<file path="config.mk">
export PLATFORM = sky130hd
export DESIGN_NAME = tempsense_arbiter
export DESIGN_NICKNAME = d
export VERILOG_FILES = /design/src/rtl/tempsense_arbiter.sv
export SDC_FILE = /design/constraint.sdc
export NUM_CORES = 1
export LEC_CHECK = 0
export CAP_MARGIN = 25
export CORE_MARGIN = 10
export CORE_UTILIZATION = 47
export CTS_CLUSTER_DIAMETER = 80
export DETAILED_ROUTE_END_ITERATION = 16
export HOLD_SLACK_MARGIN = 0.1
export PLACE_DENSITY = 0.75
export SYNTH_ARGS = -nofsm -noshare
export SYNTH_HDL_FRONTEND = slang
export SYNTH_SLANG_ARGS = --single-unit
</file>
<file path="constraint.sdc">
create_clock -name MCLK -period 2.17 [get_ports MCLK]
set_input_delay 0.217 -clock MCLK [delete_from_list [all_inputs] [get_ports MCLK]]
set_output_delay 0.217 -clock MCLK [all_outputs]
set_load 0.05 [all_outputs]
</file>
<file path="src/rtl/tempsense_arbiter.sv">
// ---------------------------------------------------------------------------
// tempsense_arbiter
//
// Purpose:
//   Shares the single TC77 read path (TempLoader) between NREQ independent
//   requesters (startup delay, fan control, status/readout). Active-low level
//   requests are granted round-robin. For the granted requester the block
//   issues one nLOAD pulse, follows the loader's nCOMPLETE handshake, and
//   returns the 14-bit result together with a one-cycle acknowledge. This is
//   the only driver of TempLoader's nLOAD.
//
// Parameters:
//   NREQ            number of requesters (2..8)
//   TIMEOUT_CYCLES  longest allowed loader transfer before it is aborted
//   CACHE_AGE       cache lifetime in cycles (only with TEMPSENSE_CACHE_EN)
//
// Optional feature macro:
//   TEMPSENSE_CACHE_EN  adds a result cache with an age counter. A request
//                       that finds a fresh, valid cache entry is answered
//                       from the cache without touching the loader.
//
// Ports:
//   MCLK          in   system clock, all logic on the rising edge
//   nRESET        in   synchronous active-low reset
//   nREQ          in   [NREQ] per-requester request, active low, level
//   nGNT          out  [NREQ] one-hot-low grant, held for the transaction
//   nACK          out  [NREQ] one-cycle low pulse ending the transaction
//   TEMPOUT       out  [14] result in TC77 format
//   TIMEOUT_FLAG  out  sticky high once any transfer timed out
//   TL_nLOAD      out  TempLoader nLOAD, single-cycle active-low pulse
//   TL_nCOMPLETE  in   TempLoader nCOMPLETE, low when transfer done
//   TL_DATA       in   [14] TempLoader TEMPDATA
// ---------------------------------------------------------------------------
module tempsense_arbiter #(
    parameter int unsigned NREQ           = 3,
    parameter logic [23:0] TIMEOUT_CYCLES = 24'd4_000_000,
    parameter logic [23:0] CACHE_AGE      = 24'd1_000_000
) (
    input  logic            MCLK,
    input  logic            nRESET,
    input  logic [NREQ-1:0] nREQ,
    output logic [NREQ-1:0] nGNT,
    output logic [NREQ-1:0] nACK,
    output logic [13:0]     TEMPOUT,
    output logic            TIMEOUT_FLAG,
    output logic            TL_nLOAD,
    input  logic            TL_nCOMPLETE,
    input  logic [13:0]     TL_DATA
);

    localparam int unsigned PTR_W   = (NREQ > 1) ? $clog2(NREQ) : 1;
    localparam logic [23:0] TO_LAST = TIMEOUT_CYCLES - 24'd1;

    // S_HIT is only reachable when the cache is built; it delays the cached
    // answer by one cycle so nACK lands two cycles after the request sample.
    typedef enum logic [2:0] {
        S_IDLE = 3'd0,
        S_LOAD = 3'd1,
        S_ARM  = 3'd2,
        S_WAIT = 3'd3,
        S_DONE = 3'd4,
        S_HIT  = 3'd5
    } state_e;

    state_e            state_q,        state_d;
    logic [PTR_W-1:0]  rr_ptr_q,       rr_ptr_d;
    logic [NREQ-1:0]   gnt_q,          gnt_d;
    logic              tl_nload_q,     tl_nload_d;
    logic [13:0]       tempout_q,      tempout_d;
    logic              timeout_flag_q, timeout_flag_d;
    logic [23:0]       tcnt_q,         tcnt_d;

    logic              timed_out;
    logic              do_abort;

    // -----------------------------------------------------------------------
    // Round-robin search: candidate gi is requester (rr_ptr + gi) mod NREQ.
    // The lowest offset with a low request wins.
    // -----------------------------------------------------------------------
    logic [PTR_W:0]    cand_sum [NREQ];
    logic [PTR_W-1:0]  cand_idx [NREQ];
    logic              req_any;
    logic [PTR_W-1:0]  win_idx;
    logic [PTR_W-1:0]  win_next;

    genvar gi;
    generate
        for (gi = 0; gi < NREQ; gi++) begin : g_cand
            assign cand_sum[gi] = {1'b0, rr_ptr_q} + (PTR_W+1)'(gi);
            assign cand_idx[gi] = (cand_sum[gi] >= (PTR_W+1)'(NREQ))
                                ? PTR_W'(cand_sum[gi] - (PTR_W+1)'(NREQ))
                                : cand_sum[gi][PTR_W-1:0];
        end
    endgenerate

    always_comb begin
        req_any = 1'b0;
        win_idx = '0;
        // Walk from the farthest offset down so the nearest requester
        // overwrites any farther one.
        for (int i = NREQ - 1; i >= 0; i--) begin
            if (!nREQ[cand_idx[i]]) begin
                req_any = 1'b1;
                win_idx = cand_idx[i];
            end
        end
    end

    assign win_next  = (win_idx == PTR_W'(NREQ - 1)) ? '0 : win_idx + 1'b1;
    assign timed_out = (tcnt_q == TO_LAST);

`ifdef TEMPSENSE_CACHE_EN
    // -----------------------------------------------------------------------
    // Result cache. Only completed conversions (bit0 set) are cached, so a
    // cache hit never hands back a "retry" value. A timeout invalidates it.
    // -----------------------------------------------------------------------
    logic [13:0] cache_q,       cache_d;
    logic        cache_valid_q, cache_valid_d;
    logic [23:0] age_q,         age_d;
    logic        cache_hit;

    assign cache_hit = cache_valid_q && (age_q < CACHE_AGE);

    always_comb begin
        cache_d       = cache_q;
        cache_valid_d = cache_valid_q;
        age_d         = (age_q >= CACHE_AGE) ? age_q : age_q + 24'd1;
        if ((state_q == S_WAIT) && !TL_nCOMPLETE && TL_DATA[0]) begin
            cache_d       = TL_DATA;
            cache_valid_d = 1'b1;
            age_d         = '0;
        end
        if (do_abort) begin
            cache_valid_d = 1'b0;
        end
    end

    always_ff @(posedge MCLK) begin
        if (!nRESET) begin
            cache_q       <= '0;
            cache_valid_q <= 1'b0;
            age_q         <= '0;
        end else begin
            cache_q       <= cache_d;
            cache_valid_q <= cache_valid_d;
            age_q         <= age_d;
        end
    end
`else
    // CACHE_AGE has no effect without the cache; this empty block keeps the
    // parameter referenced so both builds share one parameter list.
    generate
        if (CACHE_AGE == 24'd0) begin : g_cache_age_unused
        end
    endgenerate
`endif

    // -----------------------------------------------------------------------
    // Transaction FSM: next-state and register updates
    // -----------------------------------------------------------------------
    always_comb begin
        state_d        = state_q;
        rr_ptr_d       = rr_ptr_q;
        gnt_d          = gnt_q;
        tl_nload_d     = 1'b1;
        tempout_d      = tempout_q;
        timeout_flag_d = timeout_flag_q;
        tcnt_d         = tcnt_q;
        do_abort       = 1'b0;

        case (state_q)
            S_IDLE: begin
                if (req_any) begin
                    gnt_d          = '0;
                    gnt_d[win_idx] = 1'b1;
                    rr_ptr_d       = win_next;
`ifdef TEMPSENSE_CACHE_EN
                    if (cache_hit) begin
                        state_d = S_HIT;
                    end else begin
                        tl_nload_d = 1'b0;
                        state_d    = S_LOAD;
                    end
`else
                    tl_nload_d = 1'b0;
                    state_d    = S_LOAD;
`endif
                end
            end

            S_LOAD: begin
                tcnt_d  = '0;
                state_d = S_ARM;
            end

            // A low nCOMPLETE here may be left over from the previous
            // transfer, so wait to see the loader go busy first.
            S_ARM: begin
                if (timed_out) begin
                    do_abort = 1'b1;
                end else begin
                    tcnt_d = tcnt_q + 24'd1;
                    if (TL_nCOMPLETE) begin
                        state_d = S_WAIT;
                    end
                end
            end

            // Completion wins over a timeout landing on the same edge.
            S_WAIT: begin
                if (!TL_nCOMPLETE) begin
                    tempout_d = TL_DATA;
                    state_d   = S_DONE;
                end else if (timed_out) begin
                    do_abort = 1'b1;
                end else begin
                    tcnt_d = tcnt_q + 24'd1;
                end
            end

`ifdef TEMPSENSE_CACHE_EN
            S_HIT: begin
                tempout_d = cache_q;
                state_d   = S_DONE;
            end
`endif

            S_DONE: begin
                gnt_d   = '0;
                state_d = S_IDLE;
            end

            default: begin
                gnt_d   = '0;
                state_d = S_IDLE;
            end
        endcase

        // Aborted transfer returns zero; bit0 = 0 tells consumers to retry.
        if (do_abort) begin
            tempout_d      = '0;
            timeout_flag_d = 1'b1;
            state_d        = S_DONE;
        end
    end

    always_ff @(posedge MCLK) begin
        if (!nRESET) begin
            state_q        <= S_IDLE;
            rr_ptr_q       <= '0;
            gnt_q          <= '0;
            tl_nload_q     <= 1'b1;
            tempout_q      <= '0;
            timeout_flag_q <= 1'b0;
            tcnt_q         <= '0;
        end else begin
            state_q        <= state_d;
            rr_ptr_q       <= rr_ptr_d;
            gnt_q          <= gnt_d;
            tl_nload_q     <= tl_nload_d;
            tempout_q      <= tempout_d;
            timeout_flag_q <= timeout_flag_d;
            tcnt_q         <= tcnt_d;
        end
    end

    // -----------------------------------------------------------------------
    // Outputs: all decoded from registers, so they are glitch-free.
    // -----------------------------------------------------------------------
    generate
        for (gi = 0; gi < NREQ; gi++) begin : g_out
            assign nGNT[gi] = ~gnt_q[gi];
            assign nACK[gi] = ~(gnt_q[gi] & (state_q == S_DONE));
        end
    endgenerate

    assign TEMPOUT      = tempout_q;
    assign TIMEOUT_FLAG = timeout_flag_q;
    assign TL_nLOAD     = tl_nload_q;

endmodule

</file>
==> flow_summary.yaml <==
power_and_ir_drop:
  leakagePower_nw: 1.12
  p_int_mw: 1.87
  seqPwrFrac_pct: 34.8
  finalPower_mw: 2.96
  power_switching_share_pct: 36.8
  vdd_drop_max_mv: 0.574
  p_per_area_nw_per_um2: 912
  clock_power_share_pct: 23.4
  switchingPower_mw: 1.09
  p_comb_share_pct: 41.8
setup_path:
  end_kind: "flop"
  arrival_ps: 2400
  worstSetupStartpointType: "flop"
  criticalPathCategory: "reg -> reg"
  crit_required_ps: 2410
  critPathMaxFanout: 6
routing:
  drtIter0Drc: 72
  wirelength_um: 5900
  vias: 2217
  drcViolationCount: 0
  via_per_inst: 5.30
  wl_per_cell_um: 14.1
  dr.pass1.iters: 4
  drtAntennaViolNets: 0
layout:
  final-seq-area_sq_um: 961
  multi_input_area_sq_um: 1370
  final_cell_mix: "dfxtp_1, nand2_1, clkdlybuf4s50_1"
  finalInstanceArea_sq_um: 3240
  final_common_cell: "dfxtp_1"
  areaGrowthSynthToFinish_pct: 34.7
  drive_above_1_share_pct: 19.1
  nets: 374
  diodes: 0
  fillers: 404
sta:
  period_needed_ps: 2160
  finalSetupViolCount: 0
  fin_setup_tns_ps: 0
  slew_headroom_pct: 62.2
  finClkSkew_ps: 9.73
  rsz0062_at_grt: "true"
  holdWs_ps: 438
  fmax_ghz: 0.462
  period_share_pct: 99.6
  worst_slew_pin_slew_ps: 553
  finalMaxSlewViolations: 0
  post-route-worst-setup-slack_ps: 7.63
  hold_viol_final: 0
run_status:
  status: "finished, final reports clean"
placement:
  gp_congestion: 0.892
  preCtsSetupSlack_ps: 30.6
  place_hpwl_um: 4380
  port_buffers: 41
  dpl_cell_area_sq_um: 3070
global_route:
  grt_pass1_vias: 2109
  grtUsageTotal_pct: 13.8
  grt_max_degree: 16
  overflow: 0
  grt_pass1_wl_um: 9800
  antenna_found_initial: 0
floorplanning:
  chipHeight_um: 91.6
  coreArea_sq_um: 4850
  ios: 42
  initial_core_util_pct: 49.6
  placementRows: 25
  dieArea_sq_um: 8380
  die_x_um: 91.6
clocking:
  clock_path_buffers: 2
  htreeDepth: 2
  clk_pin_slew_ps: 100
  cts_sinks: 48
  clock_latency_ps: 310
  tritoncts: "built"
  cts_made_buffers: 5
  post_cts_buffers: 0
  cts-root-buf: "clkbuf_8"
synthesis:
  syn_nets: 305
  yosys_register_bits: 48
  synthesis.area_sq_um: 2410
  synth-edff-count: 0
  synth.distinct_cells: 52
  syn_area_per_cell_sq_um: 8.56
  syn_inst: 281
  synth_top_area_cell: "dfxtp_1"
  async_flop_share_pct: 0
  ys_warn_count: 0
  synth_top_flop_cell: "dfxtp_1"
  synth.top_cell.area_share_pct: 39.9
  ys_seq_area_share_pct: 39.9
  synthTopCellsByArea: "dfxtp_1, nand2_1, a21oi_1"
run:
  cap_violations: 0
worst_hold_path:
  hold_path_class: "in -> reg"
layout make-up:
type                            count  share of cell area (%)
Multi-Input combinational cell    213                    42.3
Inverter                           10                    1.16
Clock buffer                        6                    2.55
Timing Repair Buffer               72                    20.6
Clock inverter                      2                    1.20
Tap cell                           67                    2.59
Sequential cell                    48                    29.7
cell usage after synthesis (4+ instances only):
library cell and n:
nand2_1 42, and4_2 4, nor3_1 6, ha_1 4, xor2_1 7, a21oi_1 25, nor2_1 20, nor4_1 6
nand3_1 11, xnor2_1 11, nand2b_1 4, clkbuf_1 5, dfxtp_1 48, o21ai_0 7, inv_1 10, o211ai_1 5
nand4_1 9
registers in the layout, summed over array words and instances, names as in the netlist:
signal	cells
TEMPOUT	14
TIMEOUT_FLAG	1
TL_nLOAD	1
gnt_q	3
rr_ptr_q	2
state_q	3
tcnt_q	24
path summary, 6_finish.rpt:
kind,from,end,slack [ps],depth (start not counted)
worst max-delay path,rr_ptr_q[0],rr_ptr_q[0],8,9
worst min-delay path,TL_DATA[4],TEMPOUT[4],440,3
worst max register to register,rr_ptr_q[0],rr_ptr_q[0],8,9
worst min register to register,TEMPOUT[6],TEMPOUT[6],460,2
metrics by stage:
stage | instances | utilization [%]
6_report | 418 | 66.8
5_1_grt | 418 | 66.8
3_3_place_gp | 410 | 63.4
2_1_floorplan | 281 | -
3_5_place_dp | 410 | 63.4
4_1_cts | 418 | 65.9
power groups by stage:
stage	Clock [mW]	Combinational [mW]	Sequential [mW]
floorplan	0	0.713	1.13
global placement	0	1.17	1.04
detailed placement	0	1.19	1.05
CTS	0.707	1.20	1.02
global route	0.752	1.35	1.04
finish	0.692	1.24	1.03
per-layer routing:
layer / GRT usage (%) / share of wire, %
met4: 4.57 / 1.2
met5: 0 / 0
met1: 16.1 / 45
met3: 4.77 / 5.6
met2: 23.0 / 48
critical path, stage by stage, from the launching register on:
cell       delay [ps]
dfxtp_1           340
inv_1              80
ha_4              290
a21oi_2            60
a2111oi_0         540
buf_4             220
o21ai_0           100
buf_4             170
a21o_1            150
a21oi_1           140
kinds of logic after synthesis:
group	synth area share [%]
AND/OR/NAND/NOR	29.5
adder cells (fa/ha/maj)	2.08
AO/OA/AOI/OAI	17.0
buffers and inverters	4.52
flip-flops	39.9
multiplexers	0.416
XOR/XNOR	6.55
repair_timing:
item	CTS	global route
hold buffers	0	0
resized for setup	0	10
setup endpoints to repair	0	21
Power figures use the tool's default switching activity.
